### src/rtl/mem_req_queue.sv
// mem_req_queue: upstream request stage for memory_controller.
// Client requests are buffered in a small FIFO. Each one is issued to the
// controller as a single-cycle read/write enable. The command is then held
// stable until the controller has gone busy and returned to ready. Read data
// comes back on a one-cycle response strobe. A BUSY-cycle watchdog raises a
// sticky error if the controller never completes.
module mem_req_queue #(
    parameter int AW      = 8,   // address width, matches controller addr
    parameter int DW      = 8,   // data width, matches controller data_in/data_out
    parameter int DEPTH   = 4,   // request FIFO entries, power of two, >= 2
    parameter int TIMEOUT = 64   // BUSY cycles allowed before timeout_err
) (
    input  logic                     clk,
    input  logic                     reset,

    // client request channel
    input  logic                     req_valid,
    output logic                     req_ready,
    input  logic                     req_write,
    input  logic [AW-1:0]            req_addr,
    input  logic [DW-1:0]            req_wdata,

    // client completion channel
    output logic                     rsp_valid,
    output logic [AW-1:0]            rsp_addr,
    output logic [DW-1:0]            rsp_rdata,
    output logic                     wr_done,

    // memory_controller command interface
    output logic                     mc_read_en,
    output logic                     mc_write_en,
    output logic [AW-1:0]            mc_addr,
    output logic [DW-1:0]            mc_data_in,
    input  logic [DW-1:0]            mc_data_out,
    input  logic                     mc_ready,

    // status
    output logic [$clog2(DEPTH):0]   fifo_count,
    output logic                     timeout_err
);

    localparam int PW = $clog2(DEPTH);       // pointer width
    localparam int CW = PW + 1;              // count width, holds 0..DEPTH
    localparam int TW = $clog2(TIMEOUT + 1); // watchdog width

    localparam logic [CW-1:0] FULL_COUNT = CW'(DEPTH);
    localparam logic [TW-1:0] WDOG_LAST  = TW'(TIMEOUT - 1);

    // command sequencer states
    localparam logic [1:0] ST_IDLE  = 2'd0;
    localparam logic [1:0] ST_ISSUE = 2'd1;
    localparam logic [1:0] ST_BUSY  = 2'd2;
    localparam logic [1:0] ST_DONE  = 2'd3;

    typedef struct packed {
        logic          write;
        logic [AW-1:0] addr;
        logic [DW-1:0] data;
    } entry_t;

    entry_t          fifo_mem [DEPTH];
    logic [PW-1:0]   wr_ptr;
    logic [PW-1:0]   rd_ptr;
    logic [CW-1:0]   count;
    entry_t          head;

    logic [1:0]      state;
    logic            cmd_write;  // op of the command currently held on mc_*
    logic            low_seen;   // controller has dropped mc_ready since the issue
    logic [TW-1:0]   wdog;       // BUSY cycles elapsed for the current command

    logic            push;
    logic            pop;

    // A full FIFO refuses new requests even in a cycle that also dequeues,
    // because req_ready comes only from the registered count.
    assign req_ready  = (count < FULL_COUNT);
    assign push       = req_valid && req_ready;
    assign pop        = (state == ST_IDLE) && (count != '0) && mc_ready;
    assign head       = fifo_mem[rd_ptr];
    assign fifo_count = count;

    // Request storage. Only entries below count are ever read.
    // NOTE: the storage array has no reset, because an entry is always written before it is read.
    always_ff @(posedge clk) begin
        if (push) begin
            fifo_mem[wr_ptr] <= '{write: req_write, addr: req_addr, data: req_wdata};
        end
    end

    // FIFO pointers and occupancy. The pointers wrap naturally at DEPTH.
    always_ff @(posedge clk) begin
        // NOTE: every register here uses non-blocking assignment, so all of them update together at the edge.
        if (reset) begin
            wr_ptr <= '0;
            rd_ptr <= '0;
            count  <= '0;
        end else begin
            if (push) begin
                wr_ptr <= wr_ptr + PW'(1);
            end
            if (pop) begin
                rd_ptr <= rd_ptr + PW'(1);
            end
            case ({push, pop})
                2'b10:   count <= count + CW'(1);
                2'b01:   count <= count - CW'(1);
                default: count <= count;
            endcase
        end
    end

    // Command sequencer: pop, issue once, wait out the controller, then report.
    always_ff @(posedge clk) begin
        if (reset) begin
            state       <= ST_IDLE;
            cmd_write   <= 1'b0;
            mc_addr     <= '0;
            mc_data_in  <= '0;
            low_seen    <= 1'b0;
            wdog        <= '0;
            timeout_err <= 1'b0;
            rsp_addr    <= '0;
            rsp_rdata   <= '0;
        end else begin
            case (state)
                ST_IDLE: begin
                    if (pop) begin
                        state      <= ST_ISSUE;
                        cmd_write  <= head.write;
                        mc_addr    <= head.addr;
                        mc_data_in <= head.data;
                    end
                end

                ST_ISSUE: begin
                    state    <= ST_BUSY;
                    low_seen <= 1'b0;
                    wdog     <= '0;
                end

                ST_BUSY: begin
                    if (mc_ready && low_seen) begin
                        // mc_ready is already high, so mc_data_out holds the read result.
                        state <= ST_DONE;
                        if (!cmd_write) begin
                            rsp_addr  <= mc_addr;
                            rsp_rdata <= mc_data_out;
                        end
                    end else if (wdog == WDOG_LAST) begin
                        // The controller never finished. Drop the command without a response.
                        timeout_err <= 1'b1;
                        state       <= ST_IDLE;
                    end else begin
                        wdog <= wdog + TW'(1);
                        if (!mc_ready) begin
                            low_seen <= 1'b1;
                        end
                    end
                end

                ST_DONE: begin
                    state <= ST_IDLE;
                end

                default: begin
                    state <= ST_IDLE;
                end
            endcase
        end
    end

    // Enables and completion strobes are decoded from the one-cycle ISSUE and DONE states.
    always_comb begin
        // NOTE: defaults come first so that every path assigns every output and no latch is inferred.
        mc_read_en  = 1'b0;
        mc_write_en = 1'b0;
        rsp_valid   = 1'b0;
        wr_done     = 1'b0;
        case (state)
            ST_ISSUE: begin
                mc_read_en  = !cmd_write;
                mc_write_en = cmd_write;
            end
            ST_DONE: begin
                rsp_valid = !cmd_write;
                wr_done   = cmd_write;
            end
            default: begin
            end
        endcase
    end

endmodule

### config.mk
export PLATFORM = sky130hd
export DESIGN_NAME = mem_req_queue
export DESIGN_NICKNAME = d
export VERILOG_FILES = /design/src/rtl/mem_req_queue.sv
export SDC_FILE = /design/constraint.sdc
export NUM_CORES = 1
export LEC_CHECK = 0
export CORE_ASPECT_RATIO = 0.5
export CORE_MARGIN = 1.5
export CORE_UTILIZATION = 45
export DETAILED_ROUTE_END_ITERATION = 10
export PLACE_DENSITY = 0.68
export SLEW_MARGIN = 20
export SYNTH_ARGS = -nofsm -noshare
export SYNTH_HDL_FRONTEND = slang
export SYNTH_SLANG_ARGS = --single-unit
### constraint.sdc
create_clock -name clk -period 2.8 [get_ports clk]
set_clock_uncertainty 0.1 [all_clocks]
set_input_delay 0.56 -clock clk [delete_from_list [all_inputs] [get_ports clk]]
set_output_delay 0.56 -clock clk [all_outputs]
set_load 0.005 [all_outputs]
==> Word-level counts from Yosys, hierarchy flattened <==
Memory sizes are Yosys's and may differ from the RTL's. A register that Yosys moved wholly into a read port is not among the register bits.
Index checks and enable logic that the tools add are counted.
{ "op_classes": {"n_eq_ne": 11, "n_bitwise": 2, "n_mux": 18, "n_reduce_logical": 15, "addsub": 5, "order_cmp": 1} }
{ "op_table": {"columns": ["operator", "count"], "rows": [
  ["$mux 7", 2],
  ["$pmux 7 s2", 1],
  ["$mux 1", 9],
  ["$reduce_and 3->1", 3],
  ["$ne 2x2->1 const B", 4],
  ["$pmux 2 s4", 1],
  ["$add 7x1->7 const B", 1],
  ["$eq 7x6->1 const B", 1],
  ["$eq 2x2->1 const B", 3],
  ["$mux 2", 3],
  ["$pmux 3 s2", 1],
  ["$add 2x1->2 const B", 2],
  ["$eq 2x1->1 const B", 2],
  ["$logic_and 1x1->1", 4],
  ["$reduce_and 2->1", 2],
  ["$reduce_and 4->1", 1],
  ["$reduce_bool 2->1", 2],
  ["$add 3x1->3 const B", 1],
  ["$lt 3x3->1 const B", 1],
  ["$ne 3x3->1 const B", 1],
  ["$reduce_bool 3->1", 1],
  ["$sub 3x1->3 const B", 1],
  ["$logic_not 2->1", 1],
  ["$not 1->1", 2],
  ["2 further kinds", 2]
]} }
{ "word_totals": {"regBits": 34, "ramBits": 68, "memories": 1, "elab_cells": 62, "output_inout_bits": 41} }
{ "mem_list": {"columns": ["name", "depth", "word_bits", "rd", "rd_clocked_by_memory_dff", "wr", "line", "rtl"], "rows": [
  ["fifo_mem", 4, 17, 1, 1, 1, "61", "entry_t fifo_mem [DEPTH];"]
]} }

==> Depth between registers and ports, before layout <==
{ "logic_depth": {"ltp_word": 5, "depth_mapped": 12, "depth_no_buf": 9} }

==> Least setup slack after synthesis <==
No wires, ideal clock.
{ "synth_path": {"kind": "input to register", "from": "input mc_ready", "to": "register count[2], in the netlist fifo_count[2]", "stages": 11, "slack_ns": 0.227, "arrival_ns": 2.403, "n_path_buf": 2, "path_cell_list": "nand2b_4 or3_1 buf_2 inv_2 buf_4 ha_1 inv_1 fa_1 xor2_1 or3_1 a21oi_1"} }
{ "synth_between": {"elab_chain_len": 3, "word_cells_on_any_way": 5, "cone_classes": "2 x eq/ne; 1 x mux; 2 x reduce/logical"} }
{ "synth_rtl": {"columns": ["item", "line", "rtl"], "rows": [
  ["start, declared", "35", "input logic mc_ready,"],
  ["$logic_and 1x1->1 (*)", "79", "assign pop = (state == ST_IDLE) && (count != '0) && mc_ready;"],
  ["named net pop", "73", "logic pop;"],
  ["$eq 2x1->1 or $eq 2x2->1 (tied branches)", "105", "case ({push, pop})"],
  ["$pmux 3 s2 or $reduce_bool 2->1 (tied branches)", null, null],
  ["end signal, assigned", "106", "2'b10: count <= count + CW'(1);"],
  ["end signal, assigned", "107", "2'b01: count <= count - CW'(1);"],
  ["end signal, assigned", "108", "default: count <= count;"],
  ["end, declared", "64", "logic [CW-1:0] count;"]
]} }
Mark *: on every way through the listed nets, which the timed path passes. The rest lies on a longest branch.
A chain may end at the register's enable or synchronous reset.

==> Final worst setup path <==
{ "layout_path": {"from": "input mc_ready", "to": "register count[2], in the netlist fifo_count[2]"} }
{ "layout_between": {"elab_chain_len": 3, "word_cells_on_any_way": 5, "cone_classes": "2 x eq/ne; 1 x mux; 2 x reduce/logical"} }
{ "layout_rtl": {"columns": ["item", "line"], "rows": [
  ["$logic_and 1x1->1 (*)", "79"],
  ["$eq 2x1->1 or $eq 2x2->1 (tied branches)", "105"],
  ["$pmux 3 s2 or $reduce_bool 2->1 (tied branches)", null]
]} }
Mark *: on every way between the ends. The rest lies on a longest branch, timed or not.

==> impl_metrics.ini <==
[die]
core_area_um2 = 9670
num_rows = 25
dieArea_um2 = 10800
pin_count = 70
die_w_um = 146
start_util_pct = 47.5
die_h_um = 74.4

[detailed_routing]
ant_nets = 0
wl_per_cell_um = 16.2
drt_iter0_drc = 207
route.detailed.drc = 0
drt_pre_antenna_iters = 4
drt-vias-per-instance = 5.06
vias = 2956
drt_wl_total_um = 9440

[critical_path]
max_stage_delay_ps = 550
crit_chain = clkdlybuf4s50_1 -> nand2b_4 -> or3_1 -> inv_2 -> ha_1 -> inv_1 -> fa_1 -> xor2_1 -> or3_1 -> a21oi_1
critPathArrivalTime_ps = 2830
endpoint = fifo_count[2]
cp_top_family = simple AND/OR/NAND/NOR gates
crit_start = mc_ready
worstSetupPathType = input port to flip-flop
cp.depth = 10
worstPathRequired_ps = 3030
critPathBufInv = 3
cp_max_fo = 2
cp_common_cell = or3_1
reg2regPathDepth = 9
crit_path_end_kind = flip-flop
critPathSlowestCell = clkdlybuf4s50_1
timing.rr.end = fifo_count[2]
start_kind = input port
rr_startpoint = state[0]
regToRegSetupSlack_ps = 410

[logic_synthesis]
ys_async_sr_fraction_pct = 0
synth_edf_count = 68
synth_fp_nets = 391
mappedNetlistArea_um2 = 4590
synth_area_leaders = edfxtp_1, dfxtp_1, mux4_2
synth_flop_cell = edfxtp_1
yosys_warnings = 0
netlist_instances = 355
syn_area_per_cell_um2 = 12.9
synth_area_leader_cell = edfxtp_1
synth_cell_types = 38
synth.top_cell.area_share_pct = 44.5
ys_seq_area_share_pct = 66.8
synth_seq_cells = 119

[clocking]
clockBufferDepth = 2
cts_root_buffer = clkbuf_16
cts.htree.levels = 4
cts_hold_buf = 0
cts_sinks = 119
post_cts_buffers = 0
post_cts_resized = 0
clock_latency_ps = 400
cts_tree = yes
numCtsBuffers = 17
clkSlewWorstSetupHoldPaths_ps = 50

[hold_path]
worstHoldPathCells = 2
hold_class = flip-flop to flip-flop

[timing]
setup_viol = 0
final_max_slew_viol_count = 0
min_period_ps = 2600
fmax_mhz = 385
hold_viol = 0
rsz0062_at_grt = no
tightest_slew_ps = 965
setup_ws_ps = 200
finalCritPeriodShare_pct = 92.9
slew_headroom_pct = 35.6

[layout]
fillerInstances = 722
syn_to_final_growth_pct = 30.6
final_util_pct = 62.0
final_cells = 584
fin_area_um2 = 5990
finish.net_count = 472
antenna_cells = 0
layout-drive-gt1-share_pct = 15.1

[placed_design]
placedInstanceArea_um2 = 5440
dp_hpwl_um = 6080
routabilityCongestion = 0.828
dp.cells = 552
io_buffers = 69
place_ws_ps = -178

[pwr]
seqPwrFrac_pct = 41.9
power_switching_mw = 1.43
pwr-share-clk_pct = 38.1
power_mw = 5.27
combPwrFrac_pct = 20.0
swShare_pct = 27.1
leakagePower_nw = 2.02
p_per_area_nw_per_um2 = 880
p_int_mw = 3.84
peakVddDrop_mv = 0.374

[grt]
grt_max_degree = 29
gr-usage-all-layers_pct = 18.7
overflow = 0
grt_pass1_wl_um = 15000
grt_pass1_vias = 2928
antenna_found_initial = 0

[run_status]
status = finished clean

[flow_run]
maxCapViolations = 0
## layout make-up
cell class,count,area (um2),share of cell area (%)
clock buffers,17,425,7.10
clock inverters,15,130,2.17
inverters,12,45.0,0.752
multi-input cells,203,1370,22.8
flip-flops and latches,119,3060,51.1
well taps,135,169,2.82
repair buffers,83,791,13.2
## sequential cells by signal (all words and copies together), names as in the netlist
name and cells:
cmd_write 1, fifo_mem 68, rd_ptr 2, fifo_count 3
wdog 7, mc_addr 8, timeout_err 1, mc_data_in 8
wr_ptr 2, rsp_rdata 8, state 2, low_seen 1
rsp_addr 8
## synth_stat cells, types with 2 or more instances
| master | n |
|---|---|
| inv_1 | 11 |
| and2_1 | 5 |
| or3_1 | 4 |
| mux4_2 | 17 |
| buf_4 | 3 |
| nor3_1 | 3 |
| nor2_1 | 13 |
| a21oi_1 | 43 |
| dfxtp_1 | 51 |
| a31oi_1 | 4 |
| xor2_1 | 2 |
| buf_6 | 2 |
| ha_1 | 6 |
| xnor2_1 | 3 |
| nand2b_1 | 2 |
| o21ai_0 | 2 |
| clkbuf_1 | 9 |
| nand3_1 | 9 |
| and3_1 | 3 |
| edfxtp_1 | 68 |
| nand2_1 | 71 |
| nand3b_1 | 2 |
| o31ai_1 | 2 |
| buf_2 | 6 |
## power by group through the flow
stage | registers, mW | clock network, mW | logic [mW]
after global placement | 2.23 | 0 | 1.03
after floorplan | 2.20 | 0 | 0.673
after CTS | 2.21 | 2.05 | 1.06
after detailed placement | 2.24 | 0 | 1.06
final | 2.21 | 2.01 | 1.05
after global routing | 2.23 | 2.12 | 1.15
## cell families (layout without fill, tap and decap cells)
kind of cell,after synthesis,in the layout,synth area share (%)
buf+inv,33,127,3.44
fa+ha+maj,7,7,2.07
compound gates,55,55,6.71
xor+xnor,5,5,0.955
simple gates,119,119,11.7
flops,119,119,66.8
mux,17,17,8.34
## through the flow
stage	setup TNS, ps	hold slack [ps]
2_1_floorplan	0	350
3_3_place_gp	-98.1	344
6_report	0	352
4_1_cts	0	354
3_5_place_dp	-178	349
5_1_grt	0	377
## placed cells by master (no fill, tap or decap), types with 3 or more instances in the layout
cell type	count
nand2_1	71
edfxtp_1	68
clkdlybuf4s50_1	68
dfxtp_1	51
a21oi_1	43
mux4_2	17
clkbuf_16	17
buf_4	14
nor2_1	13
inv_1	11
nand3_1	9
ha_1	6
and2_1	5
or3_1	4
a31oi_1	4
clkinv_2	4
clkinv_4	4
nor3_1	3
and3_1	3
xnor2_1	3
inv_6	3
## worst min path at each step
stage                     slack [ps]           end    startpoint
final                            350   rsp_addr[0]   rsp_addr[0]
after global routing             380   rsp_addr[3]   rsp_addr[3]
after CTS                        350   rsp_addr[5]   rsp_addr[5]
after detailed placement         350   rsp_addr[5]   rsp_addr[5]
after global placement           340  rsp_rdata[3]  rsp_rdata[3]
after floorplan                  350       wdog[6]       wdog[6]
## worst reg2reg max path, stage by stage (launching register included)
cell      delay (ps)
dfxtp_1          390
nand2b_4         180
or3_1            340
inv_2             70
ha_1             160
inv_1             60
fa_1             380
xor2_1           160
or3_1            320
a21oi_1          160
## routing by layer
layer / GRT usage [%] / up-vias / share of wire (%)
li1: - / 1434 / -
met1: 23.5 / 1431 / 46
met2: 30.6 / 79 / 47
met3: 5.09 / 12 / 5.0
met4: 9.98 / 0 / 1.5
met5: 0 / - / 0
Note: power is estimated with default switching activity, not from simulation.
